[src/rtl/mux_arb_pkg.sv]
// Shared types and sizes for the mux_arbiter slice.
package mux_arb_pkg;

  localparam int unsigned N_REQ         = 4;
  localparam int unsigned SEL_W         = 2;
  localparam int unsigned DEFAULT_WIDTH = 16;

  typedef enum logic {
    IDLE = 1'b0,
    HOLD = 1'b1
  } state_e;

endpackage

[src/rtl/mux_arbiter_rr_pick.sv]
// Combinational winner picker: round-robin from ptr, or fixed priority
// (index 0 highest) when MUX_ARBITER_FIXED_PRIO_EN is defined.
module rr_pick
  import mux_arb_pkg::*;
(
  input  logic [N_REQ-1:0] req,
  input  logic [SEL_W-1:0] ptr,
  output logic [N_REQ-1:0] grant,
  output logic [SEL_W-1:0] idx,
  output logic             any
);

  logic             found;
  logic [SEL_W-1:0] cand;

`ifdef MUX_ARBITER_FIXED_PRIO_EN
  logic unused_ptr;
  assign unused_ptr = ^ptr;

  // Lowest set bit wins.
  always_comb begin
    found = 1'b0;
    idx   = '0;
    cand  = '0;
    for (int i = 0; i < N_REQ; i++) begin
      cand = SEL_W'(i);
      if (!found && req[cand]) begin
        found = 1'b1;
        idx   = cand;
      end
    end
  end
`else
  // Scan ptr, ptr+1, ... modulo N_REQ; the first requester found wins.
  always_comb begin
    found = 1'b0;
    idx   = '0;
    cand  = '0;
    for (int i = 0; i < N_REQ; i++) begin
      cand = ptr + SEL_W'(i);
      if (!found && req[cand]) begin
        found = 1'b1;
        idx   = cand;
      end
    end
  end
`endif

  assign any   = |req;
  assign grant = any ? (N_REQ'(1) << idx) : '0;

endmodule

[src/rtl/mux_arbiter.sv]
// Round-robin arbiter in front of a registered 4:1 data mux with a
// valid/ready output. MUX_ARBITER_FIXED_PRIO_EN selects fixed priority.
module mux_arbiter
  import mux_arb_pkg::*;
#(
  parameter int unsigned WIDTH = DEFAULT_WIDTH
) (
  input  logic             i_clk,
  input  logic             i_rst,
  input  logic [N_REQ-1:0] i_req,
  input  logic [WIDTH-1:0] i_data_0,
  input  logic [WIDTH-1:0] i_data_1,
  input  logic [WIDTH-1:0] i_data_2,
  input  logic [WIDTH-1:0] i_data_3,
  output logic [N_REQ-1:0] o_grant,
  output logic [SEL_W-1:0] o_ctrl,
  output logic [WIDTH-1:0] o_data,
  output logic             o_valid,
  input  logic             i_ready
);

  state_e           state_q, state_d;
  logic [WIDTH-1:0] data_q, data_d;
  logic [SEL_W-1:0] ctrl_q, ctrl_d;
  logic [SEL_W-1:0] ptr_q;

  logic [N_REQ-1:0] pick_grant;
  logic [SEL_W-1:0] pick_idx;
  logic             pick_any;
  logic             load;
  logic [WIDTH-1:0] sel_data;

  rr_pick u_pick (
    .req   (i_req),
    .ptr   (ptr_q),
    .grant (pick_grant),
    .idx   (pick_idx),
    .any   (pick_any)
  );

  // A load is possible when the output slot is empty or being taken now.
  assign load    = pick_any && (!o_valid || i_ready) && !i_rst;
  assign o_grant = load ? pick_grant : '0;
  assign o_valid = (state_q == HOLD);

  always_comb begin
    sel_data = i_data_0;
    unique case (pick_idx)
      2'd0: sel_data = i_data_0;
      2'd1: sel_data = i_data_1;
      2'd2: sel_data = i_data_2;
      2'd3: sel_data = i_data_3;
      default: sel_data = i_data_0;
    endcase
  end

  always_ff @(posedge i_clk or posedge i_rst) begin
    if (i_rst) begin
      state_q <= IDLE;
      data_q  <= '0;
      ctrl_q  <= '0;
    end else begin
      state_q <= state_d;
      data_q  <= data_d;
      ctrl_q  <= ctrl_d;
    end
  end

`ifdef MUX_ARBITER_FIXED_PRIO_EN
  assign ptr_q = '0;
`else
  // Next search starts just after the last winner.
  always_ff @(posedge i_clk or posedge i_rst) begin
    if (i_rst) begin
      ptr_q <= '0;
    end else if (load) begin
      ptr_q <= pick_idx + SEL_W'(1);
    end
  end
`endif

  always_comb begin
    state_d = state_q;
    data_d  = data_q;
    ctrl_d  = ctrl_q;
    if (load) begin
      data_d = sel_data;
      ctrl_d = pick_idx;
    end
    unique case (state_q)
      IDLE: if (load) state_d = HOLD;
      HOLD: begin
        if (load)         state_d = HOLD;
        else if (i_ready) state_d = IDLE;
      end
      default: state_d = IDLE;
    endcase
  end

  assign o_data = data_q;
  assign o_ctrl = ctrl_q;

endmodule
[config.mk]
export PLATFORM = sky130hd
export DESIGN_NAME = mux_arbiter
export DESIGN_NICKNAME = d
export VERILOG_FILES = /design/src/rtl/mux_arb_pkg.sv /design/src/rtl/mux_arbiter_rr_pick.sv /design/src/rtl/mux_arbiter.sv
export SDC_FILE = /design/constraint.sdc
export NUM_CORES = 1
export LEC_CHECK = 0
export BUFFER_PORTS_ARGS = -buffer_cell sky130_fd_sc_hd__buf_4
export CAP_MARGIN = 10
export CELL_PAD_IN_SITES_DETAIL_PLACEMENT = 1
export CELL_PAD_IN_SITES_GLOBAL_PLACEMENT = 1
export CORE_ASPECT_RATIO = 0.8
export CORE_MARGIN = 2
export CORE_UTILIZATION = 27
export CTS_CLUSTER_DIAMETER = 80
export DETAILED_ROUTE_END_ITERATION = 8
export PLACE_DENSITY_LB_ADDON = 0.1
export SLEW_MARGIN = 20
export SYNTH_ARGS = -nofsm -noshare
export SYNTH_HDL_FRONTEND = slang
export SYNTH_SLANG_ARGS = --single-unit
export TNS_END_PERCENT = 1
[constraint.sdc]
create_clock -name i_clk -period 2.2 [get_ports i_clk]
set_clock_uncertainty 0.1 [all_clocks]
set_input_delay 0 -clock i_clk [delete_from_list [all_inputs] [get_ports i_clk]]
set_output_delay 0 -clock i_clk [all_outputs]
set_load 0.02 [all_outputs]
==> results of run 1 <==
==> layout make-up <==
| cell class | count | share of cell area |
|---|---|---|
| inverters | 4 | 0.00632 |
| multi-input cells | 108 | 0.386 |
| flip-flops and latches | 21 | 0.221 |
| well taps | 65 | 0.0342 |
| clock buffers | 4 | 0.0190 |
| repair buffers | 101 | 0.333 |
==> through the flow <==
| step | worst slack, ps | hold slack (ps) |
|---|---|---|
| 2_1_floorplan | 103 | -123 |
| 4_1_cts | -14.8 | 18.7 |
| 3_5_place_dp | -119 | 132 |
| 5_1_grt | -26.7 | 36.6 |
| 3_3_place_gp | -1.88 | 125 |
| 6_report | 129 | 23.8 |
==> path summary, 6_finish.rpt <==
kind | start | slack [ps] | cells past startpoint | to
setup reg to reg | ptr_q[0]$_DFFE_PP0P_ | 130 | 9 | o_data[12]$_DFFE_PP0P_
max in group asynchronous | i_rst | 1020 | 3 | o_data[15]$_DFFE_PP0P_
min in group asynchronous | i_rst | 430 | 3 | ptr_q[0]$_DFFE_PP0P_
hold / removal | i_data_0[1] | 20 | 4 | o_data[1]$_DFFE_PP0P_
setup / recovery | ptr_q[0]$_DFFE_PP0P_ | 130 | 9 | o_data[12]$_DFFE_PP0P_
hold reg to reg | o_data[10]$_DFFE_PP0P_ | 420 | 1 | o_data[10]$_DFFE_PP0P_
==> cells in the mapped netlist <==
master,instances
a21oi_1,34
dfrtp_1,21
nor2b_1,19
a22oi_1,16
mux2_4,13
clkbuf_1,5
ha_1,5
mux2_2,5
and2_1,4
inv_1,4
buf_2,3
nor2_1,2
and2b_1,1
buf_1,1
buf_12,1
buf_6,1
mux2i_1,1
nand2b_1,1
nor3_4,1
nor3b_1,1
nor3b_2,1
nor4_4,1
o21bai_1,1
o22ai_1,1
o32a_1,1
==> logic make-up after synthesis <==
group           Yosys count
compound gates           53
simple gates             31
flops                    21
mux                      19
buf+inv                  15
fa+ha+maj                 5
==> state kept, by name, indices dropped and copies added (netlist names) <==
name and cells:
ptr_q 2, o_ctrl 2, o_data 16, o_valid 1
==> power breakdown <==
group / total (mW) / internal, mW / switching (mW)
logic: 1.80 / 0.933 / 0.866
clock network: 0.255 / 0.129 / 0.126
registers: 0.698 / 0.574 / 0.124
total: 2.75 / 1.64 / 1.12
==> worst max-delay path, cell delays in order (launching register included) <==
cell,delay [ps]
dfrtp_1,420
nor2b_2,160
nor3b_2,90
o22ai_4,200
inv_2,70
ha_1,210
buf_4,170
a22oi_1,180
a21oi_1,90
mux2_4,260
==> what timing repair did <==
item | in CTS | in global routing
cloned | 0 | 0
hold endpoints to repair | 22 | 0
gates resized for setup | 2 | 12
hold buffers | 2 | 0
setup buffers | 0 | 1
pin swaps | 1 | 1
endpoints found under the setup margin | 17 | 18
==> layout by cell type, fill, tap and decap left out, types with 2 or more instances in the layout <==
cell           Yosys  final
dfrtp_1           21     21
mux2_2             5      5
clkbuf_8           0      3
buf_4              0     96
ha_1               5      4
inv_2              0      2
dlygate4sd3_1      0      2
a22oi_1           16     10
nor3b_2            1      2
nor2b_1           19     17
a22oi_2            0      6
and2_1             4      4
nor2_1             2      2
mux2_4            13     13
nor2b_2            0      2
a21oi_1           34     34
buf_12             1      2
inv_1              4      2
==> layer usage <==
metal / global-route usage / vias to the layer above
met5: 0 / -
met4: 0.0226 / 0
met3: 0.0508 / 4
met2: 0.290 / 63
met1: 0.191 / 727
li1: - / 704
==> impl_metrics.tcl, run 1 <==
set metrics [dict create \
    power.total_mw 2.75 \
    initial_core_util 0.275 \
    path_clk_slew_ps 80 \
    syn_area_per_cell_sq_um 10.2 \
    hpwlAfterDp_um 3740 \
    synthDistinctLibCells 25 \
    yosys-top-cells-area "dfrtp_1, mux2_4, a21oi_1" \
    grt_max_degree 33 \
    wl_met3_um 409 \
    viasPerCell 4.94 \
    core_sq_mm 0.00535 \
    ioPinCount 94 \
    yosysTopAreaCell "dfrtp_1" \
    hold_viol 0 \
    worstMarginPinSlew_ps 899 \
    critPathKind "flip-flop to flip-flop" \
    synth_warnings 0 \
    die_w_um 86.5 \
    highest_layer "met4" \
    placementRows 24 \
    vias 1498 \
    fp.dieH_um 70 \
    layout-drive-gt1-share 0.571 \
    wirelength_um 4880 \
    fin_util 0.445 \
    cts_buffer_depth 2 \
    ys_seq_elements 21 \
    synth-xor-area-share 0 \
    synth_fa_ha_area_frac 0.0426 \
    grtUsageTotal 0.161 \
    p_per_area_mw_per_mm2 1160 \
    nNetsFinal 315 \
    area_delta_synth_final_pct 61.6 \
    cts_buffers 3 \
    status "complete, no violations" \
    crit_fanout 6 \
    synth_top_area_frac 0.357 \
    synth_compound_area_frac 0.214 \
    multi_input_area_sq_um 917 \
    slew_viol_final 0 \
    syn-num-nets 220 \
    clock_latency_ps 260 \
    muxShareOfSynthArea 0.178 \
    cp-end-kind "flip-flop" \
    final_cells 303 \
    ir_drop_v 0.000385 \
    fillers 605 \
    synth_top_family_by_area "compound AO/OA/AOI/OAI gates" \
    period_share 0.941 \
    max_slew_margin 0.400 \
    stdcell_area_sq_mm 0.00238 \
    dp_cells 296 \
    hp-class "input port to flip-flop" \
    clock_sinks 21 \
    drc 0 \
    cp_data_required_time_ps 2250 \
    start_kind "flip-flop" \
    leakagePower_nw 1.11 \
    grt_pass1_wl_um 7820 \
    critPathArrivalTime_ps 2120 \
    wl_met2_um 2460 \
    finalSetupViolCount 0 \
    rsz0062_at_grt "true" \
    register_area_sq_um 526 \
    synthCells 144 \
    netlist_area_sq_mm 0.00147 \
    cap_violations 0 \
    fin_setup_tns_ps 0 \
    place_congestion 0.814 \
    fin_crit_ps 2070 \
    ctsHtreeMaxLevel 1 \
    dieArea_sq_mm 0.00606 \
    wl_met1_um 1970 \
    ctsRootBufferMaster "clkbuf_8" \
    grt_overflow 0 \
    cts_tree "built" \
    antenna_found_initial 0 \
    drt-initial-drc-count 30 \
    firstDrtPassIters 4 \
    synth_seq_area_share 0.357 \
    grt_pass1_vias 1625 \
    fmax_ghz 0.483 \
    synthSimpleGateAreaFrac 0.151 \
    io_buffers 93 \
    wl_per_cell_um 16.1 \
    diodes 0 \
    place_area_sq_mm 0.00225 \
    postRouteAntennaNets 0 \
]
Note: power is estimated with default switching activity, not from simulation.
==> run 2, diff against run 1 <==
--- a/config.mk
+++ b/config.mk
@@ -6,14 +6,15 @@
 export NUM_CORES = 1
 export LEC_CHECK = 0
 export BUFFER_PORTS_ARGS = -buffer_cell sky130_fd_sc_hd__buf_4
-export CAP_MARGIN = 10
+export CAP_MARGIN = 20
 export CELL_PAD_IN_SITES_DETAIL_PLACEMENT = 1
 export CELL_PAD_IN_SITES_GLOBAL_PLACEMENT = 1
 export CORE_ASPECT_RATIO = 0.8
 export CORE_MARGIN = 2
-export CORE_UTILIZATION = 27
+export CORE_UTILIZATION = 32
 export CTS_CLUSTER_DIAMETER = 80
 export DETAILED_ROUTE_END_ITERATION = 8
+export GPL_TIMING_DRIVEN = 0
 export PLACE_DENSITY_LB_ADDON = 0.1
 export SLEW_MARGIN = 20
 export SYNTH_ARGS = -nofsm -noshare
==> constraint.sdc (replaced) <==
create_clock -name i_clk -period 2.67 [get_ports i_clk]
set_clock_uncertainty 0.1 [all_clocks]
set_input_delay 0 -clock i_clk [delete_from_list [all_inputs] [get_ports i_clk]]
set_output_delay 0 -clock i_clk [all_outputs]
set_load 0.02 [all_outputs]
==> impl_metrics.tcl, run 2 (synthesized netlist as in run 1, its figures left out) <==
set metrics [dict create \
    antenna_found_initial 0 \
    cap_violations 0 \
    p_per_area_mw_per_mm2 946 \
    core_sq_mm 0.00451 \
    p_int_mw 1.27 \
    largest_reg_flops 16 \
    final_cell_mix "buf_4, a21oi_1, dfrtp_1, nor2b_1, a22oi_1" \
    hold_viol 0 \
    grt_overflow 0 \
    ioPinCount 94 \
    cts_buffer_depth 2 \
    crit_fanout 10 \
    firstDrtPassIters 4 \
    rsz0062_at_grt "true" \
    hpwlAfterDp_um 3650 \
    diodes 0 \
    grt_max_degree 22 \
    pwr-share-clk 0.097 \
    place_congestion 0.749 \
    layout-drive-gt1-share 0.510 \
    p_switching_mw 0.916 \
    nNetsFinal 320 \
    max_slew_margin 0.441 \
    postRouteAntennaNets 0 \
    clock_sinks 21 \
    cts_setup_buffers 0 \
    slew_viol_final 0 \
    wl_per_cell_um 15.8 \
    drc 0 \
    cp_data_required_time_ps 2710 \
    drt-initial-drc-count 35 \
    leakagePower_nw 1.11 \
    cp-end-kind "flip-flop" \
    power.total_mw 2.19 \
    pre_cts_ws_ps -70.9 \
    period_share 0.948 \
    layout_commonest_cell "buf_4" \
    critPathKind "flip-flop to flip-flop" \
    cts_buffers 3 \
    critPathArrivalTime_ps 2570 \
    vias 1472 \
    placementRows 22 \
    cts_tree "built" \
    io_buffers 93 \
    ir_drop_v 0.000400 \
    status "complete, no violations" \
    clock_latency_ps 260 \
    die_w_um 79.8 \
    area_delta_synth_final_pct 57.5 \
    fin_crit_ps 2530 \
    viasPerCell 4.86 \
    grtUsageTotal 0.193 \
    hp-class "input port to flip-flop" \
    switching_share 0.418 \
    r2r_setup_slack_ps 140 \
    dieArea_sq_mm 0.00516 \
    grt_pass1_vias 1556 \
    grt_pass1_wl_um 7630 \
    path_clk_slew_ps 80 \
    fp.dieH_um 64.6 \
    holdWs_ps 22.8 \
    ctsRootBufferMaster "clkbuf_8" \
    wirelength_um 4790 \
    setup_slack_ps 140 \
    start_kind "flip-flop" \
    initial_core_util 0.326 \
    finalSetupViolCount 0 \
    fmax_ghz 0.395 \
    p_seq_frac 0.259 \
    ctsHtreeMaxLevel 1 \
    comb_power_share 0.644 \
    worstMarginPinSlew_ps 838 \
]
## run 2: layout make-up
| type | count | area, sq um |
|---|---|---|
| Buffer | 11 | 70.1 |
| Clock buffer | 4 | 45.0 |
| Fill cell | 535 | 2200 |
| Inverter | 4 | 15.0 |
| Multi-Input combinational cell | 108 | 867 |
| Sequential cell | 21 | 526 |
| Tap cell | 60 | 75.1 |
| Timing Repair Buffer | 95 | 718 |
## run 2: critical path: stages (launching register included)
cell and delay [ps]:
dfrtp_1 390, nor2b_1 160, nor3b_1 80, o22ai_2 270, inv_1 120, ha_1 200, clkbuf_1 230, buf_2 270
a22oi_1 220, a21oi_1 110, mux2_4 270
## run 2: routing by layer
| layer | part of all wire | vias to the layer above | routed length, um | GRT usage |
|---|---|---|---|---|
| met3 | 0.090 | 2 | 430 | 0.0515 |
| met4 | 0.0029 | 0 | 14 | 0.0275 |
| met2 | 0.45 | 62 | 2140 | 0.318 |
| met1 | 0.46 | 690 | 2200 | 0.259 |
| li1 | - | 718 | - | - |
| met5 | 0 | - | 0 | 0 |
## run 2: per-stage QoR
| step | TNS (ps) | cells | utilization | instance area, sq um |
|---|---|---|---|---|
| floorplan | 0 | 144 | - | 1470 |
| global placement | -29.5 | 297 | 0.497 | 2240 |
| detailed placement | -343 | 297 | 0.497 | 2240 |
| CTS | 0 | 303 | 0.513 | 2310 |
| global route | -77.1 | 303 | 0.513 | 2320 |
| finish | 0 | 303 | 0.513 | 2320 |
## run 2: power groups by stage
| stage | sequential (mW) | clock, mW | combinational [mW] |
|---|---|---|---|
| 5_1_grt | 0.587 | 0.240 | 1.55 |
| 3_5_place_dp | 0.571 | 0 | 1.41 |
| 6_report | 0.567 | 0.213 | 1.41 |
| 2_1_floorplan | 0.730 | 0 | 0.722 |
| 4_1_cts | 0.570 | 0.224 | 1.43 |
| 3_3_place_gp | 0.565 | 0 | 1.39 |
## run 2: path summary, 6_finish.rpt
check / startpoint / end / cells after the start
max in group asynchronous: i_rst / o_data[13]$_DFFE_PP0P_ / 3
min in group asynchronous: i_rst / ptr_q[1]$_DFFE_PP0P_ / 3
setup reg to reg: ptr_q[0]$_DFFE_PP0P_ / o_data[11]$_DFFE_PP0P_ / 10
hold / removal: i_data_0[10] / o_data[10]$_DFFE_PP0P_ / 4
setup / recovery: ptr_q[0]$_DFFE_PP0P_ / o_data[11]$_DFFE_PP0P_ / 10
hold reg to reg: o_data[1]$_DFFE_PP0P_ / o_data[1]$_DFFE_PP0P_ / 1
## run 2: timing repair
action / in CTS / in global routing
hold endpoints to repair: 22 / 0
endpoints found under the setup margin: 13 / 14
pin swaps: 0 / 1
hold buffers: 2 / 0
gates resized for setup: 1 / 2
